File: src/rtl/ins_fetch_rv32i.sv
// RV32I instruction fetch: sequential PC generation, credit-limited word requests,
// in-order response buffering and redirect flush ahead of the decoders.
module ins_fetch_rv32i #(
    parameter logic [31:0] RESET_PC   = 32'h0000_0000,
    parameter int unsigned FIFO_DEPTH = 2
) (
    input  logic        clk,
    input  logic        rst_n,
    output logic        imem_req_valid,
    input  logic        imem_req_ready,
    output logic [31:0] imem_req_addr,
    input  logic        imem_resp_valid,
    input  logic [31:0] imem_resp_data,
    input  logic        imem_resp_err,
    input  logic        redirect_valid,
    input  logic [31:0] redirect_pc,
    output logic        ins_valid,
    input  logic        ins_ready,
    output logic [31:0] ins,
    output logic [31:0] ins_pc,
    output logic        ins_fault
);

    localparam int unsigned PTR_W = (FIFO_DEPTH > 1) ? $clog2(FIFO_DEPTH) : 1;
    localparam int unsigned CNT_W = PTR_W + 1;

    logic [31:0]      fetch_pc_q, fetch_pc_d;
    logic [31:0]      resp_pc_q, resp_pc_d;
    logic [CNT_W-1:0] outstanding_q, outstanding_d;
    logic [CNT_W-1:0] drop_cnt_q, drop_cnt_d;
    logic [CNT_W-1:0] count_q, count_d;
    logic [PTR_W-1:0] rd_ptr_q, rd_ptr_d;
    logic [PTR_W-1:0] wr_ptr_q, wr_ptr_d;

    logic [31:0]           data_mem_q [FIFO_DEPTH];
    logic [31:0]           pc_mem_q   [FIFO_DEPTH];
    logic [FIFO_DEPTH-1:0] err_mem_q;

    logic [CNT_W:0] inflight_c;
    logic           credit_ok_c;
    logic           req_valid_c;
    logic           req_fire_c;
    logic           dropping_c;
    logic           push_c;
    logic           pop_c;
    logic [31:0]    redirect_pc_c;
    logic           unused_redirect_lsb;

    assign redirect_pc_c       = {redirect_pc[31:2], 2'b00};
    assign unused_redirect_lsb = ^redirect_pc[1:0];

    // Conservative credit: requests still to be dropped hold a slot too.
    assign inflight_c  = {1'b0, outstanding_q} + {1'b0, count_q};
    assign credit_ok_c = inflight_c < (CNT_W+1)'(FIFO_DEPTH);
    assign req_valid_c = rst_n & ~redirect_valid & credit_ok_c;
    assign req_fire_c  = req_valid_c & imem_req_ready;

    assign dropping_c = (drop_cnt_q != '0);
    assign push_c     = imem_resp_valid & ~dropping_c & ~redirect_valid;
    assign pop_c      = (count_q != '0) & ins_ready & ~redirect_valid;

    assign imem_req_valid = req_valid_c;
    assign imem_req_addr  = rst_n ? fetch_pc_q : RESET_PC;
    assign ins_valid      = rst_n & (count_q != '0);
    assign ins            = rst_n ? data_mem_q[rd_ptr_q] : 32'h0;
    assign ins_pc         = rst_n ? pc_mem_q[rd_ptr_q] : 32'h0;
    assign ins_fault      = rst_n & err_mem_q[rd_ptr_q];

    // Next-state for PCs, credit counters and FIFO pointers.
    always_comb begin
        fetch_pc_d    = fetch_pc_q;
        resp_pc_d     = resp_pc_q;
        outstanding_d = outstanding_q + CNT_W'(req_fire_c) - CNT_W'(imem_resp_valid);
        drop_cnt_d    = drop_cnt_q;
        count_d       = count_q + CNT_W'(push_c) - CNT_W'(pop_c);
        rd_ptr_d      = rd_ptr_q;
        wr_ptr_d      = wr_ptr_q;

        if (req_fire_c) begin
            fetch_pc_d = fetch_pc_q + 32'd4;
        end
        if (push_c) begin
            resp_pc_d = resp_pc_q + 32'd4;
            wr_ptr_d  = wr_ptr_q + PTR_W'(1);
        end
        if (pop_c) begin
            rd_ptr_d = rd_ptr_q + PTR_W'(1);
        end
        if (imem_resp_valid && dropping_c) begin
            drop_cnt_d = drop_cnt_q - CNT_W'(1);
        end

        // Everything still in flight after this cycle's response is stale.
        if (redirect_valid) begin
            fetch_pc_d = redirect_pc_c;
            resp_pc_d  = redirect_pc_c;
            drop_cnt_d = outstanding_q - CNT_W'(imem_resp_valid);
            count_d    = '0;
            rd_ptr_d   = '0;
            wr_ptr_d   = '0;
        end
    end

    always_ff @(posedge clk) begin
        if (!rst_n) begin
            fetch_pc_q    <= RESET_PC;
            resp_pc_q     <= RESET_PC;
            outstanding_q <= '0;
            drop_cnt_q    <= '0;
            count_q       <= '0;
            rd_ptr_q      <= '0;
            wr_ptr_q      <= '0;
        end else begin
            fetch_pc_q    <= fetch_pc_d;
            resp_pc_q     <= resp_pc_d;
            outstanding_q <= outstanding_d;
            drop_cnt_q    <= drop_cnt_d;
            count_q       <= count_d;
            rd_ptr_q      <= rd_ptr_d;
            wr_ptr_q      <= wr_ptr_d;
        end
    end

    // Faulted fetches are stored as a zero word so decode never sees garbage.
    always_ff @(posedge clk) begin
        if (push_c) begin
            data_mem_q[wr_ptr_q] <= imem_resp_err ? 32'h0 : imem_resp_data;
            pc_mem_q[wr_ptr_q]   <= resp_pc_q;
            err_mem_q[wr_ptr_q]  <= imem_resp_err;
        end
    end

    a_no_overflow: assert property (@(posedge clk) disable iff (!rst_n)
        !(push_c && (count_q == CNT_W'(FIFO_DEPTH))));
    a_drop_le_outstanding: assert property (@(posedge clk) disable iff (!rst_n)
        outstanding_q >= drop_cnt_q);
    a_credit_bound: assert property (@(posedge clk) disable iff (!rst_n)
        inflight_c <= (CNT_W+1)'(FIFO_DEPTH));

endmodule

File: config.mk
export PLATFORM = sky130hd
export DESIGN_NAME = ins_fetch_rv32i
export DESIGN_NICKNAME = d
export VERILOG_FILES = /design/src/rtl/ins_fetch_rv32i.sv
export SDC_FILE = /design/constraint.sdc
export NUM_CORES = 1
export LEC_CHECK = 0
export CAP_MARGIN = 20
export CORE_MARGIN = 2
export CORE_UTILIZATION = 53
export DETAILED_ROUTE_END_ITERATION = 6
export HOLD_SLACK_MARGIN = 0.15
export PLACE_DENSITY = 0.81
export SLEW_MARGIN = 5
export SYNTH_ARGS = -nofsm -noshare
export SYNTH_HDL_FRONTEND = slang
export SYNTH_SLANG_ARGS = --single-unit
File: constraint.sdc
create_clock -name clk -period 6 [get_ports clk]
set_input_delay 1.2 -clock clk [delete_from_list [all_inputs] [get_ports clk]]
set_output_delay 1.2 -clock clk [all_outputs]
set_load 0.03 [all_outputs]
# Word level (Yosys, flattened, before mapping)
# Memory sizes are Yosys's and may differ from the RTL's. A register that Yosys moved wholly into a read port is not among the register bits.
# Index checks and enable logic that the tools add are counted.
dict set report op_classes {
  addsub 11
  n_lt_le_gt_ge 4
  n_mux 21
  n_bitwise 12
  n_reduce_logical 8
}
# op n
set ops {}
lappend ops {{two-way mux 32 bit} 8}
lappend ops {{adder 32 x 3 -> 32 bit, second input constant} 2}
lappend ops {{nonzero test 2 bit} 5}
lappend ops {{bitwise AND 1 bit} 9}
lappend ops {{two-way mux 1 bit} 9}
lappend ops {{subtractor 2 x 1 -> 2 bit} 3}
lappend ops {{adder 2 x 1 -> 2 bit} 2}
lappend ops {{< comparator 1 x 2 -> 1 bit, second input constant} 2}
lappend ops {{two-way mux 2 bit} 2}
lappend ops {{adder 2 x 2 -> 3 bit} 1}
lappend ops {{< comparator 3 x 2 -> 1 bit, second input constant} 1}
lappend ops {{NOT 1 bit} 3}
lappend ops {{adder 1 bit, second input constant} 2}
lappend ops {{bitwise mux 2 bit} 1}
lappend ops {{logical AND 1 bit} 2}
lappend ops {{OR reduction 2 bit} 1}
lappend ops {{subtractor 2 x 1 -> 2 bit, second input constant} 1}
lappend ops {{demux 1 bit (select 1 bit)} 1}
lappend ops {{greater-or-equal comparator 1 bit, second input constant} 1}
dict set report totals {
  reg_bits 74
  mem_bits_rw 128
  input_bits 71
  memories 2
}
# name depth word_bits rd rd_ports_with_merged_regs write_ports line_no
set memory_table {}
lappend memory_table {data_mem_q 2 32 1 1 1 35} ;# logic [31:0] data_mem_q [FIFO_DEPTH];
lappend memory_table {pc_mem_q 2 32 1 1 1 36} ;# logic [31:0] pc_mem_q [FIFO_DEPTH];

# Depth between registers and ports, before layout
# Gate-level depths: netlist (run 1).
dict set report depth {
  depth_word 6
  mapped_depth 11
  ltp_nobuf 10
}

# Worst setup path before layout (run 1)
# Ideal clock, no wire load.
dict set report synth_timing {
  path_type {input to register}
  start {in redirect_valid}
  end {mem data_mem_q[0][0], enable pin}
  setup_ps 485
  t_arrival_ps 4375
  required_ps 5515
  slack_ps 1140
  stages 4
  cell_sequence {clkinv_1 > clkbuf_1 > nand3_1 > nor2_1}
}
dict set report synth_via {
  elab_chain_cells 4
}
# element line_no
set synth_lines {}
lappend synth_lines {{start, declared} 15} ;# input logic redirect_valid,
lappend synth_lines {{NOT 1 bit} 59} ;# assign push_c = imem_resp_valid & ~dropping_c & ~redirect_valid;
lappend synth_lines {{bitwise AND 1 bit} 59}
lappend synth_lines {{two-way mux 1 bit} 126} ;# if (push_c) begin
lappend synth_lines {{two-way mux 1 bit} 127} ;# data_mem_q[wr_ptr_q] <= imem_resp_err ? 32'h0 : imem_resp_data;
lappend synth_lines {{end, declared} 35}
# Every way passes these cells.

# Final worst setup path (run 1)
dict set report layout_timing {
  start {in rst_n}
  end {out ins_pc[17]}
}
dict set report layout_via {
  elab_chain_cells 1
}
# element line_no
set layout_lines {}
lappend layout_lines {{start, declared} 8} ;# input logic rst_n,
lappend layout_lines {{two-way mux 32 bit} 66} ;# assign ins_pc = rst_n ? pc_mem_q[rd_ptr_q] : 32'h0;
lappend layout_lines {{end, declared} 20} ;# output logic [31:0] ins_pc,
# Every way passes these cells.

==> summary.txt, run 1 <==
Place
  • Number of port buffers: 163
  • Dpl cells: 1,159
  • Post-DP HPWL: 13,300 um
  • GP Congestion: around 0.85
  • Placed standard-cell area: 10,800 um^2

Clock tree
  • Root Buffer: clkbuf_16
  • CTS tree: built
  • CTS H-Tree Depth: 4
  • # Post-CTS Setup Buffers: 0
  • CTS-repair resized insts: 0
  • Hold_buf cts: 0
  • Clk_lat worst skew: 0.42 ns
  • CTS Buf Count: 17
  • CTS clk-pin slew, worst paths: 0.07 ns
  • Sink Count: 195
  • CTS Buffer Depth: 2

Critical path
  • Max incr delay on CP: 0.67 ns
  • Slowest-stage cell, CP: inv_2
  • Launch point of the worst path: rst_n
  • CP endpoint: ins_pc[17]
  • CP Max Fanout: 47
  • Worst setup path class: input port to output pin
  • FF-to-FF End: fetch_pc_q[9]
  • Critical path's top delay family: buffers and inverters
  • CP Launch Type: input port
  • Cells along the critical path: clkdlybuf4s50_1, inv_2, buf_4, nor2_1, clkdlybuf4s50_1
  • Reg2Reg Depth: 6
  • Cell depth of the worst setup path: 5
  • Buf/Inv on CP: 4
  • FF-to-FF Start: count_q[0]
  • Cell mode on critical path: clkdlybuf4s50_1
  • WP data arrival: between 3 and 4 ns
  • Critical path required time: 4.80 ns
  • Flop-to-flop setup slack: 3.02 ns
  • CP endpoint kind: output pin

Floorplanning
  • # IOs: 170
  • Core box area: between 15,000 and 20,000 um^2
  • Die area: 18,200 um^2
  • Site row count: 47
  • Die X: 135 um
  • Die Ht: 135 um
  • Starting Density: 54.4%

STA
  • Tmin final: 4.58 ns
  • Fmax: 219 MHz
  • Setup TNS: 0 ns
  • Clk_skew: 0.00862 ns
  • Fin. Hold Viols: 0
  • Final Cycle Share: 76.3%
  • Final Max Tran Viols: 0
  • Headroom to the max-slew limit: 27.5%
  • RSZ-0062 raised after global routing: false
  • Worst-Margin Slew: ~1.1 ns
  • Setup-failing EPs final: 0

Power
  • Clock share of power: 37.6%
  • Combinational power share: 12.4%
  • P per Cell Area: about 270 nW/um^2
  • Peak supply drop: 0.000199 V
  • Internal: 2.37 mW
  • LEAKAGE: around 3.7 nW
  • Switching share of power: 24.1%
  • Net Sw Power: about 750 uW
  • Sequential share of power: 50.0%

Yosys
  • Ys async rst share: 0%
  • Post-synth EDFFs: 126
  • Synth top area share: 41.8%
  • Avg Cell Area, Syn: 11.1 um^2
  • Most frequent cell after synthesis: edfxtp_1
  • Yosys cell types: 53
  • Top cells by area, synth: edfxtp_1 (42%), dfxtp_1 (15%), mux2i_1 (7.1%)
  • Seq cells post-synth: 195
  • Post-synthesis sequential area ratio: 57.0%
  • Synthesized instance count: just over 800
  • Ys Warns: 0
  • Cell area after synthesis: 9060 um^2
  • Most used DFF post-synth: edfxtp_1
  • Synth cell count leaders: edfxtp_1 (126), nor2_1 (90), dfxtp_1 (69), mux2i_1 (64), nor2b_1 (38)
  • Dominant cell type by area after synthesis: edfxtp_1

Final layout
  • Layout cell share with drive strength beyond 1: 5.15%
  • # diodes: 0
  • Post-Layout Cell Count: between 1,000 and 1,500
  • FILL cells: 1,263
  • Nets@finish: 1,038
  • Layout Area Growth over Synthesis: 26.3%
  • Fin area: around 11,000 um^2

Detailed routing
  • WL/cell: 17.0 um
  • Final ANT Viol Nets: 0
  • Via count: between 6,000 and 7,000
  • DR DRC count: 0
  • DRT iter0 DRCs: 463
  • Via density: 5.77
  • Drt pass-1 iters: 5
  • Final Routed Wirelength: roughly 20,000 um

Flow run
  • Max Cap Violations: 0

Status
  • Status: complete, no violations

GRT
  • Largest net degree at the start of global routing: just over 70
  • Initial antenna violation count: 0
  • Grt ovf: 0
  • Vias in the first global route: between 6,000 and 7,000
  • Gr usage total: 22.1%
  • First-pass GRT wire length: 31,700 um

Worst hold path
  • Hold crit path type: register to register
## stage by stage
step	utilization, %	power [mW]	worst slack (ns)	hold slack [ns]
2_1_floorplan	-	1.81	1.14	0.424
3_3_place_gp	65.0	1.96	1.46	0.491
3_5_place_dp	65.0	1.97	1.43	0.500
4_1_cts	68.8	3.13	1.41	0.520
5_1_grt	68.8	3.22	1.30	0.545
6_report	68.8	3.11	1.42	0.523
## logic make-up (layout without fill, tap and decap cells)
family                     after synthesis  after routing  share of synthesized area, %
and+or+nand+nor                        330            330                          19.8
DFF                                    195            195                          57.0
AOI/OAI and AO/OA                      122            122                          8.76
muxes                                   64             64                          7.07
buffers and inverters                   63            218                          3.23
xor gates and xnor gates                29             29                          2.80
adders and majority gates                9              9                          1.33
other                                    1              4                        0.0414
## area by class of cell
cell class	instances	area, um^2	share of cell area [%]
Clock inverter	13	184	1.61
Tap cell	220	275	2.41
Clock buffer	19	433	3.78
Inverter	13	48.8	0.426
Multi-Input combinational cell	558	3630	31.7
Timing Repair Buffer	173	1700	14.9
Sequential cell	195	5170	45.2
## worst min-delay path: cells and delay by family (launching register included)
family          cells  cell delay (ns)
simple gates        1             0.06
flops               1             0.33
compound gates      1             0.08
## state kept, by name, summed over array words and instances (netlist names), named ones only
name	count
drop_cnt_q	2
wr_ptr_q	1
resp_pc_q	30
rd_ptr_q	1
fetch_pc_q	30
outstanding_q	2
err_mem_q	2
count_q	2
pc_mem_q	60
data_mem_q	64
## power by group through the flow
stage | combinational [mW] | sequential, mW | clock, mW
3_3_place_gp | 0.380 | 1.58 | 0
4_1_cts | 0.389 | 1.56 | 1.19
2_1_floorplan | 0.243 | 1.57 | 0
6_report | 0.387 | 1.56 | 1.17
3_5_place_dp | 0.385 | 1.58 | 0
5_1_grt | 0.419 | 1.56 | 1.24
## routing by layer
layer / track usage [%] / share of wire [%]
met2: 35.4 / 47
met5: 0 / 0
met1: 30.2 / 44
met4: 7.49 / 1.6
met3: 4.43 / 7.8
## worst min-delay path by stage
| stage | startpoint | endpoint | cells after the start |
|---|---|---|---|
| final | fetch_pc_q[31] | fetch_pc_q[31] | 2 |
| after floorplan | resp_pc_q[23] | pc_mem_q[0][23] | 0 |
| after CTS | fetch_pc_q[31] | fetch_pc_q[31] | 2 |
| after global routing | resp_pc_q[29] | pc_mem_q[1][29] | 0 |
| after global placement | resp_pc_q[22] | pc_mem_q[0][22] | 0 |
| after detailed placement | resp_pc_q[22] | pc_mem_q[0][22] | 0 |
## cell usage in the layout, fill, tap and decap left out, types with 14 or more instances in the layout
cell type / instances
clkdlybuf4s50_1: 163
edfxtp_1: 126
nor2_1: 88
dfxtp_1: 68
mux2i_1: 64
nor2b_1: 38
and2_1: 34
o21ai_0: 29
nand2_1: 28
nand3_1: 27
nand4_1: 25
a21oi_1: 24
nor3_1: 19
and4_1: 18
a31oi_1: 18
clkbuf_16: 17
xor2_1: 15
a211oi_1: 15
nor4_1: 14
xnor2_1: 14
No activity file was read; power rests on OpenSTA's default activity.
==> inputs of run 2 (changes only) <==
Clock period 6 ns to 4.6 ns, I/O delays scaled along.
==> summary.txt, run 2 (same netlist as run 1, synthesis figures left out) <==
Critical path
  • Slowest-stage cell, CP: clkdlybuf4s50_1
  • Launch point of the worst path: redirect_valid
  • Flop-to-flop setup slack: 1.68 ns (-1.34 ns)
  • Critical path required time: 3.68 ns (-1.12 ns)
  • FF-to-FF Start: outstanding_q[0]
  • CP endpoint kind: output pin
  • Reg2Reg Depth: 6 (unchanged)
  • Cells along the critical path: clkdlybuf4s50_1, nand2b_1, nor3_1, buf_4
  • Max incr delay on CP: 0.85 ns (+0.18 ns)
  • Critical path's top delay family: buffers and inverters
  • CP Launch Type: input port
  • Worst setup path class: input port to output pin
  • Buf/Inv on CP: 2 (-2)
  • CP Max Fanout: 23 (-51%)
  • WP data arrival: 2.61 ns (-0.77 ns)
  • FF-to-FF End: fetch_pc_q[20]

Final layout
  • Reg with most FFs: data_mem_q
  • # diodes: 0 (unchanged)
  • Layout cell share with drive strength beyond 1: 12.2% (+7.1 points)
  • Commonest non-fill, non-tap cells in the layout: edfxtp_1 (126), clkdlybuf4s50_1 (96), nor2_1 (88)
  • Most common cell after layout, fill and taps aside: edfxtp_1
  • Nets@finish: 1,041 (+0.29%)
  • FILL cells: 1,228 (-2.8%)
  • Layout Area Growth over Synthesis: 28.5%
  • Largest register FFs: 64 (unchanged)
  • Biggest regs: data_mem_q (64), pc_mem_q (60)

GRT
  • First-pass GRT wire length: 32,500 um (+2.3%)
  • Gr usage total: 22.7% (+0.61 points)
  • Largest net degree at the start of global routing: 71 (unchanged)
  • Initial antenna violation count: 0 (unchanged)
  • Vias in the first global route: 6,475 (+2.5%)
  • Grt ovf: 0 (unchanged)

Detailed routing
  • DRT iter0 DRCs: 549 (+19%)
  • Drt pass-1 iters: 5 (unchanged)
  • Via count: 6,885 (+0.23%)
  • Final Routed Wirelength: 20,300 um (about the same)
  • Via density: 5.77 (about the same)
  • Final ANT Viol Nets: 0 (unchanged)
  • WL/cell: 17.0 um (-0.15%)
  • DR DRC count: 0 (unchanged)

Worst hold path
  • Min-delay src: fetch_pc_q[31]
  • Worst Hold Path EP: fetch_pc_q[31]
  • Hold path depth: 2 (unchanged)
  • Hold crit path type: register to register

STA
  • Clk_skew: 0.00738 ns (-0.00124 ns)
  • Hold_ws: 0.517 ns (-0.00653 ns)
  • Worst-Margin Slew: 1.09 ns (+0.00990 ns)
  • Setup TNS: 0 ns (unchanged)
  • Setup-failing EPs final: 0 (unchanged)
  • Fmax: 284 MHz
  • Headroom to the max-slew limit: 27.5% (about the same)
  • Final Cycle Share: 76.7%
  • Tmin final: around 3.5 ns
  • Fin. Hold Viols: 0 (unchanged)
  • RSZ-0062 raised after global routing: false
  • Final worst slack: 1.07 ns (-0.350 ns)
  • Final Max Tran Viols: 0 (unchanged)

Clock tree
  • CTS H-Tree Depth: 4 (unchanged)
  • CTS Buf Count: 17 (unchanged)
  • CTS tree: built
  • Root Buffer: clkbuf_16
  • CTS-repair resized insts: 0 (unchanged)
  • CTS Buffer Depth: 2 (unchanged)
  • Clk_lat worst skew: 0.43 ns (about the same)
  • Sink Count: 195 (unchanged)
  • Hold_buf cts: 0 (unchanged)
  • # Post-CTS Setup Buffers: 0 (unchanged)
  • CTS clk-pin slew, worst paths: 0.07 ns (about the same)

Power
  • LEAKAGE: 3.93 nW (+5.6%)
  • Peak supply drop: 0.000260 V (+30%)
  • Total power: 3.93 mW (+26%)
  • P per Cell Area: 338 nW/um^2 (+24%)

Place
  • GP Congestion: 0.875 (+2.9%)
  • Pre-CTS WS: 1.13 ns (-0.293 ns)
  • Post-DP HPWL: 13,600 um (+2.5%)
  • Number of port buffers: 163 (unchanged)

Floorplanning
  • # IOs: 170 (unchanged)
  • Die Ht: 135 um (unchanged)
  • Starting Density: 54.4% (unchanged)
  • Die X: 135 um (unchanged)
  • Site row count: 47 (unchanged)
  • Core box area: 16,600 um^2 (unchanged)
  • Die area: 18,200 um^2 (unchanged)

Flow run
  • Max Cap Violations: 0 (unchanged)

Status
  • Status: complete, no violations
## run 2: cell count changes in the layout (fill, tap and decap cells not counted), sizes merged
cell	delta
clkinvlp	-1
bufinv	-4
clkbuf	+3
inv	+1
clkinv	+1
buf	+70
clkdlybuf4s50	-67
## run 2: worst min-delay path, cell delays in order (launching register included)
cell      delay, ns
dfxtp_1        0.33
nand2_1        0.06
o211ai_1       0.07
## run 2: layer usage
metal | GRT usage, % | routed length, um
met4 | 8.65 | 478
met3 | 5.03 | 1390
met5 | 0 | 0
met1 | 29.9 | 8970
met2 | 36.9 | 9420
## run 2: how the worst max path moves through the flow
| stage | end | slack, ns | depth (start not counted) |
|---|---|---|---|
| 6_report | imem_req_valid | 1.07 | 4 |
| 4_1_cts | imem_req_valid | 1.14 | 4 |
| 3_5_place_dp | count_q[1] | 1.13 | 9 |
| 5_1_grt | imem_req_valid | 1.01 | 4 |
| 3_3_place_gp | imem_req_valid | 1.15 | 4 |
| 2_1_floorplan | data_mem_q[0][0] | 0.02 | 4 |
## run 2: through the flow
step	cells	util, %	instance area [um^2]
global route	1194	70.0	11600
global placement	1162	66.7	11100
detailed placement	1162	66.7	11100
finish	1194	70.0	11600
CTS	1194	70.0	11600
floorplan	816	-	9070
## run 2: final cells by class
cell class                 instances  area [um^2]  share of cell area (%)
sequential                       195         5170                    44.4
multi-input combinational        558         3630                    31.2
timing repair buffer             176         1970                    17.0
clock buffer                      22          475                    4.08
tap                              220          275                    2.36
clock inverter                    10         73.8                   0.634
inverter                          13         48.8                   0.419
## run 2: power breakdown
group | internal, mW | switching [mW] | total [mW]
logic | 0.248 | 0.292 | 0.540
registers | 1.95 | 0.0785 | 2.03
clock network | 0.742 | 0.622 | 1.36
